--- src/rtl/stack_reader.sv ---
// -----------------------------------------------------------------------------
// stack_reader
//
// Drains an attached 2-bit LIFO stack and delivers each entry downstream
// over a valid/ready handshake. Every entry goes through three states:
// POP (request one pop), WAIT (let the stack present its data), and
// SEND (hold the entry until it is accepted). The design counts the
// accepted entries and pulses `done` once the stack has been emptied.
//
// Ports
//   clk        in   sole clock, rising edge
//   rst        in   synchronous, active-high reset
//   start      in   begin a drain; only sampled in IDLE
//   stk_pop    out  pop request to the stack (combinational)
//   stk_empty  in   stack empty flag
//   stk_data   in   stack data_out, updated on the edge that accepts a pop
//   out_valid  out  out_data holds a popped entry
//   out_ready  in   downstream accepts out_data on an edge with out_valid=1
//   out_data   out  popped entry, in LIFO order
//   out_last   out  out_data is the final entry (stack empty after its pop)
//   busy       out  high in every state except IDLE
//   done       out  one-cycle pulse at the end of a drain
//   count      out  entries delivered in the current/last drain (saturating)
// -----------------------------------------------------------------------------
module stack_reader #(
  parameter int CNT_W = 9
) (
  input  logic             clk,
  input  logic             rst,
  input  logic             start,
  output logic             stk_pop,
  input  logic             stk_empty,
  input  logic [1:0]       stk_data,
  output logic             out_valid,
  input  logic             out_ready,
  output logic [1:0]       out_data,
  output logic             out_last,
  output logic             busy,
  output logic             done,
  output logic [CNT_W-1:0] count
);

  typedef enum logic [2:0] {
    S_IDLE,
    S_POP,
    S_WAIT,
    S_SEND,
    S_DONE
  } state_t;

  localparam logic [CNT_W-1:0] CNT_MAX = '1;
  localparam logic [CNT_W-1:0] CNT_ONE = CNT_W'(1);

  state_t           state_q, state_d;
  logic [1:0]       data_q,  data_d;
  logic             last_q,  last_d;
  logic [CNT_W-1:0] count_q, count_d;

  // Next-state and output logic.
  // NOTE: every signal written here gets a default first, so no path can
  // leave one unassigned and infer a latch.
  always_comb begin
    state_d   = state_q;
    data_d    = data_q;
    last_d    = last_q;
    count_d   = count_q;
    stk_pop   = 1'b0;
    out_valid = 1'b0;
    done      = 1'b0;

    unique case (state_q)
      S_IDLE: begin
        if (start) begin
          count_d = '0;
          state_d = S_POP;
        end
      end

      S_POP: begin
        // An empty stack ends the drain without touching the stack at all.
        if (stk_empty) begin
          state_d = S_DONE;
        end else begin
          stk_pop = 1'b1;
          state_d = S_WAIT;
        end
      end

      S_WAIT: begin
        // The stack has just applied the pop: stk_data is the popped entry
        // and stk_empty already tells whether it was the bottom one.
        data_d  = stk_data;
        last_d  = stk_empty;
        state_d = S_SEND;
      end

      S_SEND: begin
        out_valid = 1'b1;
        if (out_ready) begin
          if (count_q != CNT_MAX) begin
            count_d = count_q + CNT_ONE;
          end
          state_d = last_q ? S_DONE : S_POP;
        end
      end

      S_DONE: begin
        done    = 1'b1;
        state_d = S_IDLE;
      end

      default: begin
        state_d = S_IDLE;
      end
    endcase
  end

  // State register; reset wins over every other input.
  // NOTE: sequential state uses non-blocking assignments so all registers
  // update together from the values present before the edge.
  always_ff @(posedge clk) begin
    if (rst) begin
      state_q <= S_IDLE;
      data_q  <= '0;
      last_q  <= 1'b0;
      count_q <= '0;
    end else begin
      state_q <= state_d;
      data_q  <= data_d;
      last_q  <= last_d;
      count_q <= count_d;
    end
  end

  assign busy     = (state_q != S_IDLE);
  assign out_data = data_q;
  assign out_last = last_q;
  assign count    = count_q;

endmodule

--- config.mk ---
export PLATFORM = sky130hd
export DESIGN_NAME = stack_reader
export DESIGN_NICKNAME = d
export VERILOG_FILES = /design/src/rtl/stack_reader.sv
export SDC_FILE = /design/constraint.sdc
export NUM_CORES = 1
export LEC_CHECK = 0
export BUFFER_PORTS_ARGS = -buffer_cell sky130_fd_sc_hd__buf_2
export CAP_MARGIN = 15
export CORE_ASPECT_RATIO = 1.4
export CORE_MARGIN = 8
export CORE_UTILIZATION = 34
export CTS_BUF_LIST = sky130_fd_sc_hd__clkbuf_8
export CTS_CLUSTER_SIZE = 25
export DETAILED_ROUTE_END_ITERATION = 10
export GPL_ROUTABILITY_DRIVEN = 0
export PLACE_DENSITY_LB_ADDON = 0.1
export RECOVER_POWER = 25
export SETUP_SLACK_MARGIN = 0.05
export SKIP_CTS_REPAIR_TIMING = 1
export SLEW_MARGIN = 20
export SYNTH_ARGS = -nofsm -noshare
export SYNTH_HDL_FRONTEND = slang
export SYNTH_SLANG_ARGS = --single-unit
--- constraint.sdc ---
create_clock -name clk -period 2 [get_ports clk]
set_input_delay 0.4 -clock clk [delete_from_list [all_inputs] [get_ports clk]]
set_output_delay 0.4 -clock clk [all_outputs]
set_load 0.005 [all_outputs]
Word-level counts from Yosys, hierarchy flattened
Index checks and enable logic that the tools add are counted.
{ "classes": {"addsub": 1, "n_eq_ne": 8, "muxes": 13, "n_reduce_logical": 5} }
{ "ops": {"columns": ["op", "n"], "rows": [
  ["9-bit two-way mux", 3],
  ["9-bit case mux with 2 select lines", 1],
  ["3-bit two-way mux", 4],
  ["3-bit case mux with 4 select lines", 1],
  ["9-bit by 1-bit adder with 9-bit output, second input constant", 1],
  ["9-bit != test, second input constant", 1],
  ["3-bit by 2-bit == test with 1-bit output, second input constant", 2],
  ["2-bit != test, second input constant", 3],
  ["1-bit two-way mux", 4],
  ["4-bit AND reduction", 1],
  ["3-bit by 1-bit == test with 1-bit output, second input constant", 1],
  ["3-bit == test, second input constant", 1],
  ["3-bit zero test", 1],
  ["3-bit nonzero test", 1],
  ["2-bit AND reduction", 1],
  ["2-bit nonzero test", 1]
]} }
{ "totals": {"reg_bits": 15, "input_bits": 7} }

Logic depth before layout (Yosys ltp)
Gate-level depths: netlist of run 1.
{ "logic_depth": {"word_depth": 4, "depth_mapped": 8, "ltp_nobuf": 8} }

Worst setup path before layout of run 1
OpenSTA, ideal clock, no wires.
{ "synth_timing": {"kind": "register -> register", "start": "register count_q[0], in the netlist count[0]", "end": "register count_q[6], in the netlist count[6]", "setup_ns": 0.116, "arrival_ns": 1.701, "required_time_ns": 1.884, "slack_ns": 0.183, "stages_incl_launch_ff": 9, "synth_period_minus_slack_ns": 1.817, "cell_sequence": "dfxtp_1 > ha_1 > nand3_1 > nor2_1 > ha_1 > nand4b_1 > a21oi_4 > a211oi_1 > a31o_2"} }
{ "synth_between": {"elab_chain_len": 4} }
{ "synth_lines": {"columns": ["element", "line", "source"], "rows": [
  ["from (decl)", "57", "logic [CNT_W-1:0] count_q, count_d;"],
  ["from (signal assigned)", "131", "count_q <= count_d;"],
  ["9-bit by 1-bit adder with 9-bit output", "101", "count_d = count_q + CNT_ONE;"],
  ["9-bit two-way mux", "100", "if (count_q != CNT_MAX) begin"],
  ["9-bit two-way mux", "99", "if (out_ready) begin"],
  ["9-bit case mux with 2 select lines", "71", "unique case (state_q)"]
]} }
Parallel ways exist; a longest one is shown, timed or not. The select of a mux whose other input is x is not followed.
A chain may end at the register's enable or synchronous reset.

Worst setup path in the final report of run 1
{ "layout_timing": {"start": "register count_q[1], in the netlist count[1]", "end": "register count_q[6], in the netlist count[6]"} }
The elaborated chain is that of the path after synthesis.

==> results.sh, run 1 <==
export IMPL_io_buffers=22
export IMPL_worst_pin_slew_ns=0.448
export IMPL_critPathLaunchType="flip-flop"
export IMPL_yosys_most_used_dff="dfxtp_1"
export IMPL_gr_usage_all_layers=0.100
export IMPL_grt_pass1_vias=778
export IMPL_fill_cells=235
export IMPL_grt_pass1_wl_um=3350
export IMPL_antenna_left=0
export IMPL_synth_top_cell_area_share=0.388
export IMPL_cts_buffers=3
export IMPL_yosys_area_top_type="dfxtp_1"
export IMPL_cp_arrival_ns=2.02
export IMPL_reg2reg_to="count[6]"
export IMPL_p_leak_nw=0.395
export IMPL_status="finished clean"
export IMPL_grt_max_degree=13
export IMPL_num_vias=698
export IMPL_wire_per_inst_um=13.8
export IMPL_hold_violations=0
export IMPL_path_max_fanout=6
export IMPL_syn_cell_area_um2=774
export IMPL_switching_share=0.254
export IMPL_cts_root_buffer="clkbuf_8"
export IMPL_cts_sinks=15
export IMPL_critPathKind="reg2reg"
export IMPL_first_iter_violations=6
export IMPL_hpwl_um=1440
export IMPL_clock_skew_final_ns=0.00345
export IMPL_p_comb_frac=0.153
export IMPL_finalPower_mw=0.672
export IMPL_crit_path_max_incr_delay_ns=0.35
export IMPL_p_switching_mw=0.170
export IMPL_worstRegToRegCells=8
export IMPL_htree_levels=1
export IMPL_postSynthAreaPerCell_um2=9.01
export IMPL_clkPwrFrac=0.368
export IMPL_die_area_um2=4080
export IMPL_worstPathRequired_ns=2.14
export IMPL_nNetsFinal=124
export IMPL_cp_buffers_inverters=0
export IMPL_antenna_cells=0
export IMPL_fin_crit_sh=0.938
export IMPL_ys_warnings_count=0
export IMPL_wirelength_um=1870
export IMPL_io_pins=23
export IMPL_crit_slowest_cell="a21oi_4"
export IMPL_syn_num_nets=95
export IMPL_dpl_cell_count=129
export IMPL_fin_crit_ns=1.88
export IMPL_cp_end_kind="flip-flop"
export IMPL_synth_area_leaders="dfxtp_1 39%, nor2_1 6.8%, xnor2_1 6.8%, mux2i_1 3.9%, a211oi_1 3.9%"
export IMPL_rsz0062_at_grt="true"
export IMPL_final_core_util=0.468
export IMPL_start_util=0.356
export IMPL_crit_family="compound AO/OA/AOI/OAI gates"
export IMPL_worstReg2RegStart="count[1]"
export IMPL_powerDensity_nw_per_um2=660
export IMPL_area_growth_pct=31.5
export IMPL_setup_violations=0
export IMPL_die_h_um=72.5
export IMPL_max_freq_mhz=533
export IMPL_synth_edff_count=0
export IMPL_grt_overflow_total=0
export IMPL_finalNonFillerCells=136
export IMPL_cp_cell_sequence="ha_4 > nand3_2 > nor2_2 > ha_2 > nand4b_1 > a21oi_4 > a211oi_2 > a31o_2"
export IMPL_ys_ff_latch=15
export IMPL_drv_cap=0
export IMPL_layout_drive_gt1_share=0.360
export IMPL_viasPerCell=5.13
export IMPL_cts_tree="built"
export IMPL_antenna_found_initial=0
export IMPL_worstSetupStartpoint="count[1]"
export IMPL_slew_headroom=0.701
export IMPL_yosysSeqAreaShare=0.388
export IMPL_max_vdd_ir_drop_mv=0.426
export IMPL_clock_latency_ns=0.25
export IMPL_synth_cells=86
export IMPL_post_route_drc_count=0
export IMPL_ys_types=29
export IMPL_ys_async_sr_fraction=0
export IMPL_clk_pin_slew_ns=0.07
export IMPL_rrSetupSlack_ns=0.12
export IMPL_core_area_um2=2180
export IMPL_setup_tns_ns=0
export IMPL_worst_path_stages=8
export IMPL_finalMaxSlewViolations=0
export IMPL_drt_first_pass_iters=3
export IMPL_power_frac_seq=0.478
export IMPL_clock_path_buffers=2
export IMPL_worst_setup_path_endpoint="count[6]"
export IMPL_die_x_um=56.3
export IMPL_internal_power_mw=0.501
export IMPL_hold_class="in2reg"
export IMPL_num_rows=20
[worst min-delay path: stages]
cell and delay [ns]:
buf_2 0.08, mux2i_1 0.05, nor2_1 0.07
[sequential cells by signal, summed over array words and instances (netlist names)]
signal,cells
count,9
state_q,3
out_data,2
out_last,1
[through the flow]
stage / area [µm²] / hold slack (ns) / worst slack [ns]
3_3_place_gp: 912 / 0.471 / 0.120
5_1_grt: 1020 / 0.409 / 0.0234
3_5_place_dp: 912 / 0.481 / 0.0768
6_report: 1020 / 0.388 / 0.124
4_1_cts: 958 / 0.385 / 0.0676
2_1_floorplan: 774 / 0.479 / 0.183
[cell usage after synthesis (3+ instances only)]
| master | n |
|---|---|
| nand3_1 | 5 |
| buf_2 | 3 |
| nor2_1 | 14 |
| nand2b_1 | 3 |
| mux2i_1 | 3 |
| dfxtp_1 | 15 |
| xnor2_1 | 6 |
| nand2_1 | 4 |
| a21oi_1 | 4 |
| a211oi_1 | 4 |
[final cells by class]
class | count | area [µm²] | area share
multi-input cells | 64 | 472 | 0.463
flip-flops and latches | 15 | 303 | 0.297
repair buffers | 29 | 163 | 0.160
clock buffers | 3 | 41.3 | 0.0405
well taps | 22 | 27.5 | 0.0270
inverters | 2 | 7.51 | 0.00737
clock inverters | 1 | 5.00 | 0.00491
[logic make-up after synthesis]
| logic type | after synthesis | share of synthesized area |
|---|---|---|
| xor+xnor | 6 | 0.0679 |
| flops | 15 | 0.388 |
| buf+inv | 7 | 0.0485 |
| mux | 3 | 0.0388 |
| simple gates | 39 | 0.275 |
| fa+ha+maj | 2 | 0.0323 |
| compound gates | 14 | 0.150 |
[power by group through the flow]
stage	registers (mW)	logic, mW	clock network [mW]
after floorplan	0.320	0.0715	0
after global placement	0.326	0.0925	0
after detailed placement	0.327	0.0930	0
after CTS	0.320	0.0933	0.259
after global routing	0.324	0.115	0.273
final	0.321	0.103	0.247
[per-layer routing]
metal | GRT usage | wire length [µm] | vias up
met1 | 0.106 | 842 | 320
met3 | 0.0366 | 90 | 2
met5 | 0 | 0 | -
met2 | 0.167 | 918 | 18
met4 | 0.0563 | 22 | 0
li1 | - | - | 358
[how the worst min path moves through the flow]
| stage | slack, ns | end | startpoint | cells past startpoint |
|---|---|---|---|---|
| floorplan | 0.48 | count[8] | count[8] | 2 |
| global placement | 0.47 | out_data[0] | out_data[0] | 2 |
| detailed placement | 0.48 | out_data[1] | out_data[1] | 2 |
| CTS | 0.38 | out_data[1] | stk_data[1] | 3 |
| global route | 0.41 | out_data[0] | stk_data[0] | 3 |
| finish | 0.39 | out_data[1] | stk_data[1] | 3 |
[cell usage in the layout, fill, tap and decap left out, types with 2 or more instances in the layout]
master / instances
a21oi_1: 4
nand2b_1: 2
inv_1: 2
mux2i_1: 3
clkbuf_8: 3
buf_6: 2
clkbuf_1: 4
nand3_1: 4
a211oi_1: 3
dfxtp_1: 13
nor3b_1: 2
nand4b_1: 2
nor4b_1: 2
nor3_1: 2
nor2_1: 13
nand2_1: 4
dfxtp_2: 2
xnor2_1: 6
buf_4: 4
buf_2: 19
No activity file was read; power rests on OpenSTA's default activity.
==> inputs of run 2 (changes only) <==
ABC_AREA = 1   (was not set)
==> results.sh, run 2 <==
export IMPL_synthSimpleGateAreaFrac=0.377
export IMPL_setup_tns_ns=0
export IMPL_core_area_um2=2390
export IMPL_fin_crit_sh=0.887
export IMPL_fin_area_um2=1050
export IMPL_critPathKind="reg2reg"
export IMPL_cts_tree="built"
export IMPL_p_switching_mw=0.288
export IMPL_cpMostUsedCell="nand2_1"
export IMPL_nNetsFinal=161
export IMPL_wire_per_inst_um=11.4
export IMPL_cts_root_buffer="clkbuf_8"
export IMPL_ys_types=23
export IMPL_num_rows=21
export IMPL_wirelength_um=2100
export IMPL_htree_levels=1
export IMPL_finalMaxSlewViolations=0
export IMPL_start_util=0.355
export IMPL_yosysSeqAreaShare=0.353
export IMPL_clock_path_buffers=2
export IMPL_synth_most_common_cell="nand2_1"
export IMPL_synthTopCellsByCount="37 x nand2_1, 15 x dfxtp_1, 15 x inv_1"
export IMPL_die_h_um=75.1
export IMPL_drt_first_pass_iters=5
export IMPL_cp_end_kind="flip-flop"
export IMPL_syn_num_nets=134
export IMPL_max_freq_mhz=564
export IMPL_final_common_cell="nand2_1"
export IMPL_cp_arrival_ns=1.91
export IMPL_path_max_fanout=12
export IMPL_finalPower_mw=0.842
export IMPL_crit_slowest_cell="dfxtp_1"
export IMPL_largest_reg_flops=9
export IMPL_hpwl_um=1670
export IMPL_worstPathRequired_ns=2.14
export IMPL_power_frac_seq=0.416
export IMPL_clock_skew_final_ns=0.00542
export IMPL_cp_buffers_inverters=0
export IMPL_io_buffers=22
export IMPL_p_leak_nw=0.480
export IMPL_first_iter_violations=17
export IMPL_die_area_um2=4380
export IMPL_worst_pin_slew_ns=0.295
export IMPL_synth_compound_area_frac=0.127
export IMPL_rsz0062_at_grt="false"
export IMPL_synth_edff_count=0
export IMPL_antenna_left=0
export IMPL_ys_warnings_count=0
export IMPL_yosys_most_used_dff="dfxtp_1"
export IMPL_grt_pass1_wl_um=3650
export IMPL_max_vdd_ir_drop_mv=0.440
export IMPL_grt_overflow_total=0
export IMPL_postSynthAreaPerCell_um2=6.80
export IMPL_critPathLaunchType="flip-flop"
export IMPL_final_cell_mix="36 x nand2_1, 17 x buf_2, 15 x inv_1, 15 x dfxtp_1, 13 x nor2_1"
export IMPL_antenna_cells=0
export IMPL_timing_hold_ws_ns=0.431
export IMPL_layout_drive_gt1_share=0.238
export IMPL_synth_cells=125
export IMPL_num_vias=846
export IMPL_powerDensity_nw_per_um2=801
export IMPL_ys_ff_latch=15
export IMPL_post_route_drc_count=0
export IMPL_io_pins=23
export IMPL_crit_family="simple AND/OR/NAND/NOR gates"
export IMPL_status="finished clean"
export IMPL_gr_usage_all_layers=0.108
export IMPL_placed_area_um2=1000
export IMPL_p_comb_frac=0.287
export IMPL_muxShareOfSynthArea=0
export IMPL_synth_area_leaders="dfxtp_1 35%, nand2_1 16%, inv_1 6.6%, nor2_1 5.7%, a21oi_1 5.3%"
export IMPL_clock_latency_ns=0.25
export IMPL_cts_sinks=15
export IMPL_die_x_um=58.2
export IMPL_antenna_found_initial=0
export IMPL_slew_headroom=0.803
export IMPL_cts_buffers=3
export IMPL_rrSetupSlack_ns=0.23
export IMPL_synth_top_family_by_area="simple AND/OR/NAND/NOR gates"
export IMPL_synth_fa_ha_area_frac=0.0295
export IMPL_area_growth_pct=23.9
export IMPL_syn_cell_area_um2=850
export IMPL_grt_max_degree=13
export IMPL_final_core_util=0.440
export IMPL_viasPerCell=4.57
export IMPL_yosys_area_share_xor_xnor=0.0206
export IMPL_ys_async_sr_fraction=0
export IMPL_internal_power_mw=0.554
export IMPL_drv_cap=0
export IMPL_cp_cell_sequence="ha_2 > nand2_1 > nor3_2 > nand2_1 > nor2_1 > ha_1 > nand2_1 > nand2_2 > nor2_4 > o21ai_1 > nor2_1"
export IMPL_switching_share=0.342
export IMPL_clk_pin_slew_ns=0.07
export IMPL_crit_path_max_incr_delay_ns=0.41
export IMPL_hold_violations=0
export IMPL_setup_violations=0
export IMPL_yosys_area_top_type="dfxtp_1"
export IMPL_hold_class="in2reg"
export IMPL_clkPwrFrac=0.296
export IMPL_grt_pass1_vias=838
export IMPL_fin_crit_ns=1.77
export IMPL_synth_top_cell_area_share=0.353
==> run 2: kinds of logic after synthesis <==
group                      after synthesis
and+or+nand+nor                         68
AOI/OAI and AO/OA                       19
buffers and inverters                   19
DFF                                     15
xor gates and xnor gates                 2
adders and majority gates                2
==> run 2: stage by stage <==
| step | cells | worst slack [ns] |
|---|---|---|
| floorplan | 125 | 0.217 |
| global placement | 181 | 0.253 |
| detailed placement | 181 | 0.163 |
| CTS | 185 | 0.156 |
| global route | 185 | 0.0431 |
| finish | 185 | 0.226 |
==> run 2: path summary, 6_finish.rpt <==
kind	to	depth (start not counted)	start
worst max-delay path	count[1]	11	count[0]
worst min-delay path	out_data[0]	3	stk_data[0]
worst max register to register	count[1]	11	count[0]
worst min register to register	out_data[1]	2	out_data[1]
==> run 2: worst reg2reg max path, delay by kind of cell, from the launching register on <==
family	cells	cell delay [ns]
adder cells (fa/ha/maj)	2	0.40
AO/OA/AOI/OAI	1	0.13
flip-flops	1	0.41
AND/OR/NAND/NOR	8	0.73
==> run 2: layout make-up <==
class,count,area (µm²)
Inverter,17,63.8
Clock buffer,3,41.3
Clock inverter,1,5.00
Sequential cell,15,300
Fill cell,262,1340
Timing Repair Buffer,24,119
Tap cell,34,42.5
Multi-Input combinational cell,91,480
==> run 2: power groups by stage <==
stage / Combinational (mW) / Sequential (mW) / Clock, mW
2_1_floorplan: 0.180 / 0.358 / 0
5_1_grt: 0.279 / 0.354 / 0.276
3_3_place_gp: 0.244 / 0.358 / 0
6_report: 0.242 / 0.351 / 0.250
4_1_cts: 0.247 / 0.351 / 0.257
3_5_place_dp: 0.247 / 0.358 / 0
==> run 2: routing by layer <==
metal,vias up,wire length (µm),share of wire,global-route usage
li1,448,-,-,-
met1,373,881,0.42,0.108
met2,20,1070,0.51,0.199
met4,0,44,0.021,0.0574
met5,-,0,0,0
met3,5,100,0.048,0.0274
==> inputs of run 3 (changes only) <==
CORE_UTILIZATION = 35   (was 34)
==> results.sh, run 3 (synthesis gave the netlist of run 2 again) <==
export IMPL_worstPathRequired_ns=2.15
export IMPL_fill_cells=265
export IMPL_cts_buffers=3
export IMPL_hpwl_um=1620
export IMPL_cp_end_kind="flip-flop"
export IMPL_num_vias=854
export IMPL_drt_first_pass_iters=4
export IMPL_clock_skew_final_ns=0.000906
export IMPL_grt_pass1_vias=865
export IMPL_grt_max_degree=13
export IMPL_crit_slowest_cell="dfxtp_2"
export IMPL_cp_cell_sequence="ha_1 > nand2_1 > nor3_2 > nand2_1 > nor2_1 > ha_1 > nand2_1 > nand2_2 > nor2_2 > o21ai_2 > nand2_1 > nor2_1"
export IMPL_cts_sinks=15
export IMPL_final_cell_mix="37 x nand2_1, 18 x buf_2, 15 x inv_1, 14 x dfxtp_1, 13 x nor2_1"
export IMPL_fin_crit_sh=0.893
export IMPL_die_x_um=57.6
export IMPL_io_pins=23
export IMPL_worstReg2RegStart="count[0]"
export IMPL_rsz0062_at_grt="true"
export IMPL_cts_tree="built"
export IMPL_cp_arrival_ns=1.93
export IMPL_largest_reg_flops=9
export IMPL_layout_drive_gt1_share=0.243
export IMPL_min_from="stk_data[1]"
export IMPL_dp_slack_ns=0.183
export IMPL_critPathLaunchType="flip-flop"
export IMPL_wire_per_inst_um=12.4
export IMPL_setup_tns_ns=0
export IMPL_powerDensity_nw_per_um2=817
export IMPL_finalMaxSlewViolations=0
export IMPL_htree_levels=1
export IMPL_fin_crit_ns=1.79
export IMPL_antenna_cells=0
export IMPL_final_common_cell="nand2_1"
export IMPL_fin_ws_ns=0.214
export IMPL_worstSetupStartpoint="count[0]"
export IMPL_critPathKind="reg2reg"
export IMPL_max_freq_mhz=560
export IMPL_p_leak_nw=0.489
export IMPL_grt_overflow_total=0
export IMPL_hold_violations=0
export IMPL_antenna_left=0
export IMPL_post_route_drc_count=0
export IMPL_cts_root_buffer="clkbuf_8"
export IMPL_drv_cap=0
export IMPL_cpMostUsedCell="nand2_1"
export IMPL_slew_headroom=0.794
export IMPL_core_area_um2=2340
export IMPL_area_growth_pct=22.7
export IMPL_timing_hold_ws_ns=0.432
export IMPL_die_h_um=74.3
export IMPL_die_area_um2=4280
export IMPL_status="finished clean"
export IMPL_nNetsFinal=162
export IMPL_antenna_found_initial=0
export IMPL_io_buffers=22
export IMPL_first_iter_violations=28
export IMPL_clk_pin_slew_ns=0.06
export IMPL_crit_path_max_incr_delay_ns=0.35
export IMPL_grt_pass1_wl_um=3570
export IMPL_max_vdd_ir_drop_mv=0.354
export IMPL_clock_latency_ns=0.25
export IMPL_clock_path_buffers=2
export IMPL_start_util=0.363
export IMPL_gr_usage_all_layers=0.105
export IMPL_viasPerCell=4.88
export IMPL_setup_violations=0
export IMPL_path_max_fanout=6
export IMPL_hold_class="in2reg"
export IMPL_wirelength_um=2180
export IMPL_worst_pin_slew_ns=0.309
export IMPL_num_rows=21
## run 3: critical path: cells and delay by family, from the launching register on
family / cells / cell delay [ns]
AO/OA/AOI/OAI: 1 / 0.09
adder cells (fa/ha/maj): 2 / 0.41
flip-flops: 1 / 0.35
AND/OR/NAND/NOR: 9 / 0.83
## run 3: area by class of cell
| class | instances | area, µm² | area share |
|---|---|---|---|
| Clock buffer | 3 | 41.3 | 0.0396 |
| Clock inverter | 1 | 5.00 | 0.00480 |
| Inverter | 17 | 63.8 | 0.0612 |
| Multi-Input combinational cell | 92 | 482 | 0.462 |
| Sequential cell | 15 | 302 | 0.289 |
| Tap cell | 23 | 28.8 | 0.0276 |
| Timing Repair Buffer | 24 | 120 | 0.115 |
## run 3: final timing paths
| path | slack (ns) | endpoint | depth (start not counted) |
|---|---|---|---|
| worst min register to register | 0.44 | out_data[0] | 2 |
| worst max register to register | 0.21 | count[5] | 12 |
| worst max-delay path | 0.21 | count[5] | 12 |
| worst min-delay path | 0.43 | out_data[1] | 3 |
## run 3: power breakdown
group	internal (mW)	switching [mW]	total, mW
clock	0.138	0.111	0.248
sequential	0.325	0.0260	0.351
combinational	0.0934	0.159	0.252
total	0.556	0.295	0.852
## run 3: per-stage QoR
stage / power [mW] / util / std cells / instance area, µm²
2_1_floorplan: 0.538 / - / 125 / 850
3_3_place_gp: 0.600 / 0.423 / 170 / 988
3_5_place_dp: 0.601 / 0.423 / 170 / 988
4_1_cts: 0.852 / 0.442 / 174 / 1030
5_1_grt: 0.917 / 0.446 / 175 / 1040
6_report: 0.852 / 0.446 / 175 / 1040
## run 3: per-layer routing
layer | share of wire | global-route usage | vias up
li1 | - | - | 454
met1 | 0.43 | 0.110 | 378
met2 | 0.51 | 0.195 | 20
met3 | 0.052 | 0.0277 | 2
met4 | 0.0096 | 0.0419 | 0
met5 | 0 | 0 | -
